[config.mk]
export PLATFORM = sky130hd
export DESIGN_NAME = uart_boot_loader_ctrl
export DESIGN_NICKNAME = d
export VERILOG_FILES = /design/src/rtl/uart_loader_pkg.sv /design/src/rtl/uart_word_assembler.sv /design/src/rtl/uart_boot_loader_ctrl.sv
export SDC_FILE = /design/constraint.sdc
export NUM_CORES = 1
export LEC_CHECK = 0
export BUFFER_PORTS_ARGS = -buffer_cell sky130_fd_sc_hd__buf_2
export CAP_MARGIN = 20
export CORE_MARGIN = 4
export CORE_UTILIZATION = 52
export CTS_CLUSTER_SIZE = 10
export DETAILED_ROUTE_END_ITERATION = 8
export HOLD_SLACK_MARGIN = 0.05
export PLACE_DENSITY = 0.76
export SETUP_SLACK_MARGIN = 0.2
export SLEW_MARGIN = 25
export SYNTH_ARGS = -nofsm -noshare
export SYNTH_HDL_FRONTEND = slang
export SYNTH_SLANG_ARGS = --single-unit
[constraint.sdc]
create_clock -name clk -period 2.7 [get_ports clk]
set_clock_uncertainty 0.1 [all_clocks]
set_input_delay 0.135 -clock clk [delete_from_list [all_inputs] [get_ports clk]]
set_output_delay 0.135 -clock clk [all_outputs]
set_load 0.005 [all_outputs]
[src/rtl/uart_loader_pkg.sv]
// Shared types and constants for the UART boot loader controller.
// Covers frame geometry, word/address types and the loader state encoding.
package uart_loader_pkg;

    localparam int DATA_WID   = 32;
    localparam int LEN_BYTES  = 4;
    localparam int WORD_BYTES = 4;

    typedef logic [DATA_WID-1:0] addr_t;
    typedef logic [DATA_WID-1:0] data_t;

    typedef enum logic [2:0] {
        LEN,
        DATA,
        CHECK,
        DONE,
        ERR
    } state_e;

endpackage

[src/rtl/uart_word_assembler.sv]
// Collects bytes LSB-first into a 32-bit word.
// word_valid fires combinationally with the 4th byte, so the caller can register the word on that edge.
module uart_word_assembler
    import uart_loader_pkg::*;
(
    input  logic       clk,
    input  logic       rst,
    input  logic       i_clear,
    input  logic       i_byte_valid,
    input  logic [7:0] i_byte,
    output data_t      o_word,
    output logic       o_word_valid,
    output logic [1:0] o_byte_idx
);

    logic [1:0] r_idx;
    data_t      r_shift;

    always_ff @(posedge clk) begin
        if (rst || i_clear) begin
            r_idx <= '0;
        end else if (i_byte_valid) begin
            r_idx <= r_idx + 2'd1;
        end
    end

    // NOTE: the shift register carries no reset; its contents are only consumed when o_word_valid qualifies them.
    always_ff @(posedge clk) begin
        if (i_byte_valid) begin
            r_shift <= {i_byte, r_shift[DATA_WID-1:8]};
        end
    end

    assign o_word       = {i_byte, r_shift[DATA_WID-1:8]};
    assign o_word_valid = i_byte_valid && (r_idx == 2'(WORD_BYTES - 1));
    assign o_byte_idx   = r_idx;

endmodule

[src/rtl/uart_boot_loader_ctrl.sv]
// Parses a length-prefixed, XOR-checksummed UART frame and writes its words to memory.
// uart_done releases the CPU once a load completes or is skipped.
module uart_boot_loader_ctrl
    import uart_loader_pkg::*;
#(
    parameter addr_t BASE_ADDR      = 32'h0000_0000,
    parameter int    MAX_WORDS      = 16384,
    parameter int    TIMEOUT_CYCLES = 1_000_000
) (
    input  logic        clk,
    input  logic        rst,
    input  logic [7:0]  rx_byte,
    input  logic        rx_valid,
    input  logic        start,
    input  logic        skip_load,
    output logic [31:0] uart_addr,
    output logic [31:0] uart_data,
    output logic        uart_we,
    output logic        uart_done,
    output logic        load_err,
    output logic [15:0] words_loaded
);

    localparam int TIMER_W = $clog2(TIMEOUT_CYCLES + 1);

    state_e             r_state;
    state_e             w_next;
    data_t              r_len;
    logic [7:0]         r_chk;
    logic [TIMER_W-1:0] r_timer;
    addr_t              r_addr;
    data_t              r_data;
    logic               r_we;
    logic [15:0]        r_words;

    data_t      w_word;
    logic       w_word_valid;
    logic [1:0] w_byte_idx;
    logic       w_active;
    logic       w_skip;
    logic       w_accept;
    logic       w_asm_in;
    logic       w_counting;
    logic       w_timeout;
    logic       w_store;

    assign w_active   = (r_state == LEN) || (r_state == DATA) || (r_state == CHECK);
    assign w_skip     = (r_state == LEN) && skip_load && (w_byte_idx == 2'd0);
    // start wins over a coincident byte; skip wins over a byte arriving while armed.
    assign w_accept   = rx_valid && !start && w_active && !w_skip;
    assign w_asm_in   = w_accept && ((r_state == LEN) || (r_state == DATA));
    assign w_counting = ((r_state == LEN) && (w_byte_idx != 2'd0)) ||
                        (r_state == DATA) || (r_state == CHECK);
    assign w_timeout  = w_counting && !w_accept && (r_timer == TIMER_W'(TIMEOUT_CYCLES - 1));
    assign w_store    = (r_state == DATA) && w_word_valid;

    uart_word_assembler u_asm (
        .clk          (clk),
        .rst          (rst),
        .i_clear      (start || !w_active),
        .i_byte_valid (w_asm_in),
        .i_byte       (rx_byte),
        .o_word       (w_word),
        .o_word_valid (w_word_valid),
        .o_byte_idx   (w_byte_idx)
    );

    always_ff @(posedge clk) begin
        if (rst) begin
            r_state <= LEN;
        end else begin
            r_state <= w_next;
        end
    end

    // NOTE: every combinational output gets a default first so no path leaves it unassigned and infers a latch.
    always_comb begin
        w_next = r_state;
        if (start) begin
            w_next = LEN;
        end else begin
            case (r_state)
                LEN: begin
                    if (w_skip) begin
                        w_next = DONE;
                    end else if (w_timeout) begin
                        w_next = ERR;
                    end else if (w_word_valid) begin
                        w_next = ((w_word == '0) || (w_word > 32'(MAX_WORDS))) ? ERR : DATA;
                    end
                end
                DATA: begin
                    if (w_timeout) begin
                        w_next = ERR;
                    end else if (w_word_valid && (32'(r_words) == r_len - 32'd1)) begin
                        w_next = CHECK;
                    end
                end
                CHECK: begin
                    if (w_timeout) begin
                        w_next = ERR;
                    end else if (w_accept) begin
                        w_next = (rx_byte == r_chk) ? DONE : ERR;
                    end
                end
                default: w_next = r_state;
            endcase
        end
    end

    always_comb begin
        uart_done    = (r_state == DONE);
        load_err     = (r_state == ERR);
        uart_addr    = r_addr;
        uart_data    = r_data;
        uart_we      = r_we;
        words_loaded = r_words;
    end

    // NOTE: sequential state uses non-blocking assignments so every register samples pre-edge values.
    always_ff @(posedge clk) begin
        if (rst) begin
            r_len   <= '0;
            r_chk   <= '0;
            r_timer <= '0;
            r_addr  <= BASE_ADDR;
            r_data  <= '0;
            r_we    <= 1'b0;
            r_words <= '0;
        end else begin
            r_we <= w_store;

            if ((r_state == LEN) && w_word_valid && (w_next == DATA)) begin
                r_len   <= w_word;
                r_words <= '0;
                r_chk   <= '0;
            end

            if ((r_state == DATA) && w_asm_in) begin
                r_chk <= r_chk ^ rx_byte;
            end

            // Address uses the pre-increment count; words_loaded steps on the same edge uart_we rises.
            if (w_store) begin
                r_data  <= w_word;
                r_addr  <= BASE_ADDR + addr_t'(r_words) * addr_t'(WORD_BYTES);
                r_words <= r_words + 16'd1;
            end

            if (start || w_accept || !w_counting) begin
                r_timer <= '0;
            end else begin
                r_timer <= r_timer + TIMER_W'(1);
            end
        end
    end

endmodule

---- Word level (Yosys, flattened, before mapping) ----
Index checks and enable logic that the tools add are counted.
cells by class
  $add $sub $neg .......................... 4
  $lt $le $gt $ge ......................... 1
  equal/unequal tests ..................... 9
  multiplexer cells ....................... 15
  bitwise gates (word level) .............. 1
  reductions and logical operators ........ 36
operators with widths
  operator                                                          number
  equality test 16 x 32 -> 1 bit                                    1
  greater-than comparator 32 x 15 -> 1 bit (second input constant)  1
  logical NOT 32 bit                                                1
  2-to-1 mux 16 bit                                                 2
  subtractor 32 x 1 -> 32 bit (second input constant)               1
  2-to-1 mux 3 bit                                                  10
  adder 20 x 1 -> 20 bit (second input constant)                    1
  equality test 20 bit (second input constant)                      1
  adder 16 x 1 -> 16 bit (second input constant)                    1
  2-to-1 mux 8 bit                                                  2
  logical AND 1 bit                                                 15
  logical OR 1 bit                                                  9
  one-hot mux 3 bit (3 select lines)                                1
  equality test 8 bit                                               1
  XOR 8 bit                                                         1
  equality test 3 x 1 -> 1 bit (second input constant)              2
  equality test 3 x 2 -> 1 bit (second input constant)              2
  nonzero test 2 bit                                                3
  logical NOT 1 bit                                                 5
  equality test 3 bit (second input constant)                       1
  logical NOT 3 bit                                                 1
  adder 2 x 1 -> 2 bit (second input constant)                      1
  equality test 2 bit (second input constant)                       1
  logical NOT 2 bit                                                 1
  OR reduction 2 bit                                                1
storage, ports and cells
  register bits after elaboration ......... 162
  output and inout port bits .............. 83

---- Longest topological paths before layout ----
Gate-level depths: netlist of the first run.
  depth after elaboration ................. 16
  gate-level depth with buffers ........... 11
  gate-level depth less buffers ........... 10

---- By module ----
A second synthesis of the first run with hierarchy kept.
unflattened totals
  cell total of the unflattened synthesis .. 812
  area, all modules ....................... 6914.1 µm²
by module, submodules not included
  module                 times used  cells an instance  area an instance (µm²)
  uart_boot_loader_ctrl  1           772                6034.5
  uart_word_assembler    1           40                 879.6

---- Worst setup path after synthesis of the first run ----
OpenSTA, ideal clock, no wires.
  path kind ............................... register to register
  from .................................... reg u_asm.r_idx[0], in the netlist u_asm.o_byte_idx[0]
  to ...................................... reg r_len[10]
  library setup time ...................... 0.128 ns
  arrival ................................. 2.489 ns
  slack ................................... -0.017 ns
  stages on the path, launching flop included .. 11
  buffers on the path ..................... 2
  period minus slack after synthesis ...... 2.717 ns
  path through ............................ dfxtp_1 -> inv_1 -> ha_1 -> nand2_1 -> o211ai_1 -> inv_1 -> and4b_1 -> buf_2 -> buf_2 -> mux2i_1 -> nor2_1
between the ends
  longest elaborated chain between the ends .. 13
  elaborated cells on any way between the ends .. 27
  those cells by class .................... eq/ne (2); mux (9); reduce/logical (16)
ends and longest elaborated chain
  item                                                          RTL line                                                  RTL
  start: declaration                                            uart_word_assembler.sv:16                                 logic [1:0] r_idx;
  start signal: assignment                                      uart_word_assembler.sv:23                                 r_idx <= r_idx + 2'd1;
  logical NOT 2 bit (*)                                         uart_boot_loader_ctrl.sv:48                               assign w_skip = (r_state == LEN) && skip_load && (w_byte_idx == 2'd0);
  logical AND 1 bit (*)                                         uart_boot_loader_ctrl.sv:48
  logical NOT 1 bit (*)                                         uart_boot_loader_ctrl.sv:50                               assign w_accept = rx_valid && !start && w_active && !w_skip;
  logical AND 1 bit (*)                                         uart_boot_loader_ctrl.sv:50
  logical AND 1 bit (*)                                         uart_boot_loader_ctrl.sv:51                               assign w_asm_in = w_accept && ((r_state == LEN) || (r_state == DATA));
  net u_asm.i_byte_valid                                        uart_word_assembler.sv:9                                  input logic i_byte_valid,
  logical AND 1 bit (*)                                         uart_word_assembler.sv:35                                 assign o_word_valid = i_byte_valid && (r_idx == 2'(WORD_BYTES - 1));
  2-to-1 mux 3 bit / logical AND 1 bit (equally long branches)  uart_boot_loader_ctrl.sv:88, uart_boot_loader_ctrl.sv:95
  2-to-1 mux 3 bit (on tied branches)                           uart_boot_loader_ctrl.sv:86, uart_boot_loader_ctrl.sv:95
  2-to-1 mux 3 bit (on tied branches)                           uart_boot_loader_ctrl.sv:84, uart_boot_loader_ctrl.sv:93
  one-hot mux 3 bit (3 select lines)                            uart_boot_loader_ctrl.sv:82                               case (r_state)
  2-to-1 mux 3 bit                                              uart_boot_loader_ctrl.sv:79                               if (start) begin
  equality test 3 x 1 -> 1 bit                                  uart_boot_loader_ctrl.sv:133                              if ((r_state == LEN) && w_word_valid && (w_next == DATA)) begin
  logical AND 1 bit (*)                                         uart_boot_loader_ctrl.sv:133
  end signal: assignment                                        uart_boot_loader_ctrl.sv:134                              r_len <= w_word;
  end: declaration                                              uart_boot_loader_ctrl.sv:28                               data_t r_len;
The timed path passes the listed nets; every way through them passes the cells marked *.
A chain may end at the register's enable or synchronous reset.

---- Final worst setup path of the first run ----
  from .................................... reg r_len[19]
  to ...................................... reg r_state[0]
between the ends
  longest elaborated chain between the ends .. 7
ends and longest elaborated chain
  item                                RTL line                     RTL
  subtractor 32 x 1 -> 32 bit         uart_boot_loader_ctrl.sv:95  end else if (w_word_valid && (32'(r_words) == r_len - 32'd1)) begin
  equality test 16 x 32 -> 1 bit      uart_boot_loader_ctrl.sv:95
  logical AND 1 bit                   uart_boot_loader_ctrl.sv:95
  2-to-1 mux 3 bit                    uart_boot_loader_ctrl.sv:95
  2-to-1 mux 3 bit                    uart_boot_loader_ctrl.sv:93  if (w_timeout) begin
  one-hot mux 3 bit (3 select lines)  uart_boot_loader_ctrl.sv:82
  2-to-1 mux 3 bit                    uart_boot_loader_ctrl.sv:79
  end signal: assignment              uart_boot_loader_ctrl.sv:72  r_state <= w_next;
  end: declaration                    uart_boot_loader_ctrl.sv:26  state_e r_state;
No other way between the ends.

==> results of run 1 <==
-- layer usage --
layer	up-vias	routed length [um]	share of wire
met5	-	0	0
met4	0	454	0.026
met3	43	1095	0.063
met1	2861	7278	0.42
li1	2913	-	-
met2	218	8453	0.49
-- repair_timing --
item / 4_1_cts / 5_1_grt
endpoints found under the setup margin: 47 / 51
setup buffers: 2 / 4
hold buffers: 10 / 0
gates resized for setup: 8 / 21
cloned: 0 / 1
endpoints found under the hold margin: 29 / 0
pin swaps: 4 / 7
-- area by class of cell --
| class | instances | share of cell area |
|---|---|---|
| Inverter | 9 | 0.004456 |
| Multi-Input combinational cell | 576 | 0.4127 |
| Clock buffer | 21 | 0.05348 |
| Timing Repair Buffer | 125 | 0.09329 |
| Clock inverter | 11 | 0.01426 |
| Sequential cell | 154 | 0.3963 |
| Tap cell | 172 | 0.02555 |
-- worst max-delay path by stage --
stage          cells past startpoint                             to                              from  slack (ns)
2_1_floorplan                      9  words_loaded[10]$_SDFFE_PP0P_  u_asm.o_byte_idx[0]$_SDFFE_PP0P_        0.07
3_3_place_gp                      11          r_state[1]$_SDFF_PP0_             r_len[0]$_SDFFE_PP0P_        0.06
3_5_place_dp                       7         r_len[18]$_SDFFE_PP0P_        u_asm.r_shift[8]$_DFFE_PP_      -0.001
4_1_cts                            8   words_loaded[2]$_SDFFE_PP0P_        u_asm.r_shift[8]$_DFFE_PP_        0.20
5_1_grt                            8          r_state[1]$_SDFF_PP0_            r_len[19]$_SDFFE_PP0P_        0.12
6_report                           8          r_state[0]$_SDFF_PP0_            r_len[19]$_SDFFE_PP0P_        0.22
-- power by group through the flow --
stage	sequential (uW)	clock (uW)	combinational, uW
2_1_floorplan	2410	0	89.9
3_3_place_gp	2410	0	111
3_5_place_dp	2420	0	114
4_1_cts	2370	2360	125
5_1_grt	2370	2450	143
6_report	2370	2330	129
-- kinds of logic (layout without fill, tap and decap cells) --
kind of cell	after synthesis	after routing	synth area share
buffers and inverters	66	166	0.04810
adder cells (fa/ha/maj)	5	5	0.009007
flip-flops	154	154	0.4785
XOR/XNOR	46	46	0.05801
other	1	16	0.0005399
AO/OA/AOI/OAI	136	136	0.1171
AND/OR/NAND/NOR	350	351	0.2567
multiplexers	22	22	0.03207
-- cells in the mapped netlist, types with 2 or more instances --
library cell  number  area (sq um)
buf_2              3         15.01
mux2i_1           20         200.2
nor4_4             2         42.54
a31oi_1            6         37.54
a211oi_1           4         30.03
mux2_2             2         22.52
nor4b_1            4         35.03
a21oi_1           71         355.3
or4b_2             2         20.02
dfxtp_1          130          2603
ha_1               5         62.56
a2111oi_0          2         17.52
and2_1            20         125.1
nand2_1          128         480.5
and3b_1            2         17.52
xor2_1            19         166.4
and4_1             5         43.79
o31ai_1            4         30.03
xnor2_1           27         236.5
o21ai_0           24         120.1
nor3b_1            4         30.03
or3_1              3         18.77
nor2_1            77         289.0
o211ai_1           2         15.01
nand4_1           15         93.84
nor2b_1            3         18.77
nand3_1           10         50.05
buf_6              3         33.78
nor4_1            13         81.33
inv_1              9         33.78
a311oi_1           8         70.07
nand4b_1           4         35.03
or4_1              3         22.52
nor3_1            13         65.06
nand2b_1           3         18.77
edfxtp_1          24         720.7
buf_4             16         120.1
and3_1            14         87.58
o31a_1             4         35.03
nand3b_1          17         127.6
clkbuf_1          34         127.6
-- stage by stage --
stage	hold slack, ns	setup WS (ns)	total power [uW]	setup TNS, ns
global placement	0.3093	0.05512	2526	0
floorplan	0.1339	0.07276	2498	0
CTS	0.09232	0.2019	4849	0
detailed placement	0.3084	-0.001205	2530	-0.001205
finish	0.1268	0.2218	4826	0
global route	0.1408	0.1182	4955	0
-- tightest hold or removal path, cell delays in order --
cell	delay [ns]
buf_2	0.11
nand2_2	0.08
o221a_2	0.18
o31a_1	0.12
-- flip-flops by register name, summed over array words and instances (netlist names) --
signal	count
uart_data	32
words_loaded	16
uart_we	1
r_state	3
r_len	32
r_chk	8
r_timer	20
u_asm.o_byte_idx	2
uart_addr	16
u_asm.r_shift	24
==> impl_results.md, run 1 <==
- GRT overflow: 0
- Critical Path Start Type: register
- Syn Area/Cell: ~8.9 sq um
- 1st-iter DRT viols: approximately 540
- Worst relative slew slack: 0.3969
- Post-DP Area: 7585 sq um
- Effective utilization at floorplan: 0.5416
- Port bufs: 79
- # setup viols final: 0
- Distinct cell type count after synthesis: between 60 and 70
- Area Growth Syn to Fin: 21.28%
- Pin count of the biggest net entering global routing: just under 90
- Met1 GRT Util: 0.2752
- Clk slew on worst S/H paths: 0.06 ns
- F_max: about 400 MHz
- CTS max path bufs: 2
- R2R setup slack: 0.22 ns
- Post-Syn Instances: just under 800
- Min-Delay Startpoint: skip_load
- Drt total wl: ~17 mm
- Std cell rows: between 40 and 50
- Design area: between 8000 and 9000 sq um
- H-Tree Depth: 4
- Met2 Track Usage GR: 0.3925
- Slowest stage delay, CP: between 0.5 and 0.6 ns
- Clock sink total: between 150 and 200
- Final Hold Viols: 0
- DP Cell Count: between 1k and 1.5k
- Die Wd: around 120 um
- Number of synthesized flops with an enable pin: 24
- Vias: roughly 6.0k
- Post-Syn Area: just under 7000 sq um
- Flop pwr share: 0.490
- Core area: 12820 sq um
- Most common cell after layout, fill and taps aside: nand2_1
- Fin crit share: 0.9179
- # diodes: 0
- I/O pin count: between 90 and 100
- Drt drc: 0
- Antenna-violating nets left: 0
- Via-to-Cell Ratio: around 5.7
- GR Layer Usage met3: 0.05177
- Sequential cell area: 3338 sq um
- Leakage: ~0.0032 uW
- Max FO, Critical Path: 5
- Prevailing post-synth register cell: dfxtp_1
- Slowest-stage cell, CP: or4_4
- Arr. time, crit path: 2.69 ns
- Psw: roughly 1100 uW
- RSZ-0062 raised after global routing: yes
- Worst r2r dst: r_state[0]$_SDFF_PP0_
- Non-filler cells, final: 1068
- Worst hold path endpoint: r_state[2]$_SDFF_PP0_
- Maximum vdd drop: between 0.4 and 0.5 mV
- GRT Max-Usage Layer: met2
- TritonCTS clock tree: done
- Pwr/cell area: around 570 nW/um^2
- Cells along the critical path: or4_4, or3_4, o41ai_2, nand3_1, nor4_1, and4_1, nand2b_4, a21oi_2
- RR Startpoint: r_len[19]$_SDFFE_PP0P_
- Final Max Slew Viols: 0
- Crit path kind: register to register
- FF-to-FF path depth: 8
- GRT Util Overall: 0.2309
- Dpl hpwl: approximately 12 mm
- Worst EP required: slightly below 3 ns
- Max-Cap Viols: 0
- Final GP Congestion: approximately 0.86
- Share of layout cells above drive strength 1: 0.2132
- Antenna violations before repair: 0
- P_int: 3774 uW
- Die H: around 120 um
- Cell family with most CP delay: simple AND/OR/NAND/NOR gates
- Drt pass-1 iters: 5
- Multi-input gate area: approximately 3500 sq um
- WP buf/inv: 0
- Worst slew pin tran: 0.9047 ns
- Root Driver: clkbuf_16
- Vias in the first global route: 5760
- Most frequent cells in the layout: nand2_1 (126), dfxtp_1 (122), buf_2 (79), nor2_1 (73), a21oi_1 (71)
- Fill cells: between 1k and 1.5k
- Later-pin clock latency in the skew report: approximately 0.43 ns
- # nets final: about 900
- Ys Warns: 0
- Total CTS buffers: 17
- WHS Path Cells: 4
- Number of synthesized register bits: 154
- Register area share after synthesis: 0.4785
- First-pass GRT wire length: around 28 mm
- FFs w/ async S/R, synth: 0
- Worst Setup End Kind: register
- Combinational power share: 0.027
- DIE AREA: 15270 sq um
- Min Clock Period, post-route: ~2.5 ns
- Clk pwr share: 0.483
- Status: complete, no violations
- Worst min path class: primary input to register
- DR WL/cell: 16.18 um
- Sw Ratio: 0.2180
- Final core utilization: 0.6568
Power figures use the tool's default switching activity.
==> run 2: changes to the inputs <==
Settings changed: SYNTH_HIERARCHICAL set to 1.
==> impl_results.md, run 2 <==
- GRT Max-Usage Layer: met2 (unchanged)
- Cell mode on critical path: a31oi_1
- TritonCTS clock tree: done (unchanged)
- 1st-iter DRT viols: 513 (was 538)
- Number of synthesized register bits: 154 (unchanged)
- Min Clock Period, post-route: 2.460 ns (was 2.478 ns)
- Worst EP required: 2.96 ns (was 2.91 ns)
- Final GP Congestion: 0.9192 (was 0.8604)
- Syn Area/Cell: 8.515 sq um (was 8.904 sq um)
- # setup viols final: 0 (unchanged)
- Synth top cells by count: nand2_1 (153), dfxtp_1 (130), a21oi_1 (82), nor2_1 (60), o21ai_0 (37) (was dfxtp_1 (130), nand2_1 (128), nor2_1 (77), a21oi_1 (71), clkbuf_1 (34))
- Post-placement worst setup slack: 0.01874 ns (was -0.001205 ns)
- DR WL/cell: 15.70 um (was 16.18 um)
- Worst slew pin tran: 0.6928 ns (was 0.9047 ns)
- Share of layout cells above drive strength 1: 0.2353 (was 0.2132)
- Port bufs: 79 (unchanged)
- Antenna violations before repair: 0 (unchanged)
- Antenna-violating nets left: 0 (unchanged)
- FFs w/ async S/R, synth: 0 (unchanged)
- CTS max path bufs: 2 (unchanged)
- PnR worst setup slack: 0.2404 ns (was 0.2218 ns)
- RSZ-0062 raised after global routing: yes (unchanged)
- Worst Setup End Kind: register (unchanged)
- Max-Cap Viols: 0 (unchanged)
- Cell family with most CP delay: simple AND/OR/NAND/NOR gates (unchanged)
- Vias in the first global route: 5586 (was 5760)
- Leakage: 0.003305 uW (was 0.003223 uW)
- Ys Warns: 6 (was 0)
- F_max: 406.6 MHz (was 403.5 MHz)
- Synth top area share: 0.3764 (was 0.3747)
- Synth top area cells: dfxtp_1 (38%), edfxtp_1 (10%), nand2_1 (8.3%), a21oi_1 (5.9%), nor2_1 (3.3%) (was dfxtp_1 (37%), edfxtp_1 (10%), nand2_1 (6.9%), a21oi_1 (5.1%), nor2_1 (4.2%))
- Met2 Track Usage GR: 0.3802 (was 0.3925)
- Arr. time, crit path: 2.72 ns (was 2.69 ns)
- Post-Syn Area: 6914 sq um (was 6945 sq um)
- Pin count of the biggest net entering global routing: 50 (was 89)
- Fin crit share: 0.9110 (was 0.9179)
- Most common cell after layout, fill and taps aside: nand2_1 (unchanged)
- GR Layer Usage met3: 0.05261 (was 0.05177)
- I/O pin count: 96 (unchanged)
- # diodes: 0 (unchanged)
- Drt total wl: 17.38 mm (was 17.28 mm)
- Pwr/cell area: 573.5 nW/um^2 (was 573.0 nW/um^2)
- Critical Path Start Type: register (unchanged)
- DIE AREA: 15210 sq um (was 15270 sq um)
- Maximum vdd drop: 0.4504 mV (was 0.4775 mV)
- WP buf/inv: 0 (unchanged)
- Via-to-Cell Ratio: 5.482 (was 5.651)
- Distinct cell type count after synthesis: 62 (unchanged)
- Number of synthesized flops with an enable pin: 24 (unchanged)
- Power, Total: 4932 uW (was 4826 uW)
- Status: complete, no violations (unchanged)
- Vias: 6069 (was 6035)
- Top-count cell post-synth: nand2_1 (was dfxtp_1)
- # nets final: 939 (was 901)
- Cells along the critical path: nor4_4, nand4_2, or3b_1, a211o_1, a31oi_1, and4_1, nand4b_1, a31oi_1 (was or4_4, or3_4, o41ai_2, nand3_1, nor4_1, and4_1, nand2b_4, a21oi_2)
- Worst relative slew slack: 0.5382 (was 0.3969)
- RR Startpoint: r_len[5]$_SDFFE_PP0P_ (was r_len[19]$_SDFFE_PP0P_)
- Area Growth Syn to Fin: 24.39% (was 21.28%)
- Prevailing post-synth register cell: dfxtp_1 (unchanged)
- Core area: 12820 sq um (unchanged)
- Clock sink total: 154 (unchanged)
- Fill cells: 1051 (was 1056)
- Dpl hpwl: 11.50 mm (was 11.73 mm)
- Crit path kind: register to register (unchanged)
- GRT overflow: 0 (unchanged)
- Root Driver: clkbuf_16 (unchanged)
- Later-pin clock latency in the skew report: 0.44 ns (was 0.43 ns)
- Final Hold Viols: 0 (unchanged)
- Slowest stage delay, CP: 0.39 ns (was 0.56 ns)
- Drt drc: 0 (unchanged)
- Drt pass-1 iters: 4 (was 5)
- Die H: 123.3 um (was 123.6 um)
- Effective utilization at floorplan: 0.5391 (was 0.5416)
- Std cell rows: 41 (unchanged)
- Total CTS buffers: 17 (unchanged)
- Clk slew on worst S/H paths: 0.06 ns (about the same)
- First-pass GRT wire length: 27.92 mm (was 27.66 mm)
- Final Max Slew Viols: 0 (unchanged)
- Die Wd: 123.3 um (was 123.6 um)
- GRT Util Overall: 0.2346 (was 0.2309)
- Max FO, Critical Path: 3 (was 5)
- Most frequent cells in the layout: nand2_1 (150), dfxtp_1 (124), a21oi_1 (79), buf_2 (79), nor2_1 (56) (was nand2_1 (126), dfxtp_1 (122), buf_2 (79), nor2_1 (73), a21oi_1 (71))
- Area leader, netlist: dfxtp_1 (unchanged)
- Register area share after synthesis: 0.4806 (was 0.4785)
- Worst min path class: primary input to register (unchanged)
- H-Tree Depth: 4 (unchanged)
- Met1 GRT Util: 0.3109 (was 0.2752)
- Post-Syn Instances: 812 (was 780)
- Min-Delay Startpoint: rst (was skip_load)
- Slowest-stage cell, CP: or3b_1 (was or4_4)
- CP startpoint: r_len[5]$_SDFFE_PP0P_ (was r_len[19]$_SDFFE_PP0P_)
run 2: metal layers:
metal / vias up / wire [um]
met5: - / 0
met4: 0 / 236
met3: 22 / 1050
met2: 184 / 8422
met1: 2868 / 7667
li1: 2995 / -
run 2: cells by family after synthesis:
kind of cell / share of synthesized area
AOI/OAI and AO/OA: 0.1162
xor gates and xnor gates: 0.06080
other: 0.0005424
and+or+nand+nor: 0.2687
buffers and inverters: 0.05990
adders and majority gates: 0.007239
DFF: 0.4806
muxes: 0.005972
run 2: layout make-up:
| type | instances | area, sq um | area share |
|---|---|---|---|
| sequential | 154 | 3333 | 0.3875 |
| multi-input combinational | 593 | 3483 | 0.4050 |
| timing repair buffer | 143 | 924.6 | 0.1075 |
| tap | 172 | 215.2 | 0.02502 |
| clock inverter | 13 | 142.6 | 0.01658 |
| clock buffer | 19 | 452.9 | 0.05266 |
| inverter | 13 | 48.80 | 0.005674 |
run 2: path summary, 6_finish.rpt:
kind / depth (start not counted) / endpoint / slack [ns]
setup / recovery: 8 / r_state[1]$_SDFF_PP0_ / 0.24
hold / removal: 5 / words_loaded[7]$_SDFFE_PP0P_ / 0.16
setup reg to reg: 8 / r_state[1]$_SDFF_PP0_ / 0.24
hold reg to reg: 2 / uart_addr[15]$_SDFFE_PP0P_ / 0.35
run 2: per-stage QoR:
| step | setup TNS (ns) | instances | hold slack, ns | area (sq um) | utilization |
|---|---|---|---|---|---|
| final | 0 | 1107 | 0.1564 | 8601 | 0.6706 |
| after global routing | 0 | 1107 | 0.1803 | 8601 | 0.6706 |
| after CTS | 0 | 1096 | 0.1658 | 8406 | 0.6554 |
| after detailed placement | 0 | 1050 | 0.2942 | 7635 | 0.5953 |
| after global placement | 0 | 1050 | 0.3050 | 7635 | 0.5953 |
| after floorplan | -27.40 | 827 | 0.1059 | 7121 | - |
run 2: worst reg2reg max path: stages (launching register included):
cell	delay, ns
dfxtp_2	0.34
nor4_4	0.34
nand4_2	0.14
or3b_1	0.39
a211o_1	0.29
a31oi_1	0.19
and4_1	0.27
nand4b_1	0.13
a31oi_1	0.19
run 2: repair_timing:
| action | in CTS | in global routing |
|---|---|---|
| setup endpoints to repair | 38 | 58 |
| resized for setup | 9 | 33 |
| setup buffers | 4 | 10 |
| pin swaps | 3 | 15 |
| gates cloned | 0 | 1 |
| hold buffers | 10 | 0 |
| endpoints found under the hold margin | 29 | 0 |
run 2: power by group:
part	switching, uW	internal [uW]	total, uW
logic	106	60.2	166
clock network	980	1410	2390
registers	22.8	2350	2370
total	1110	3820	4930
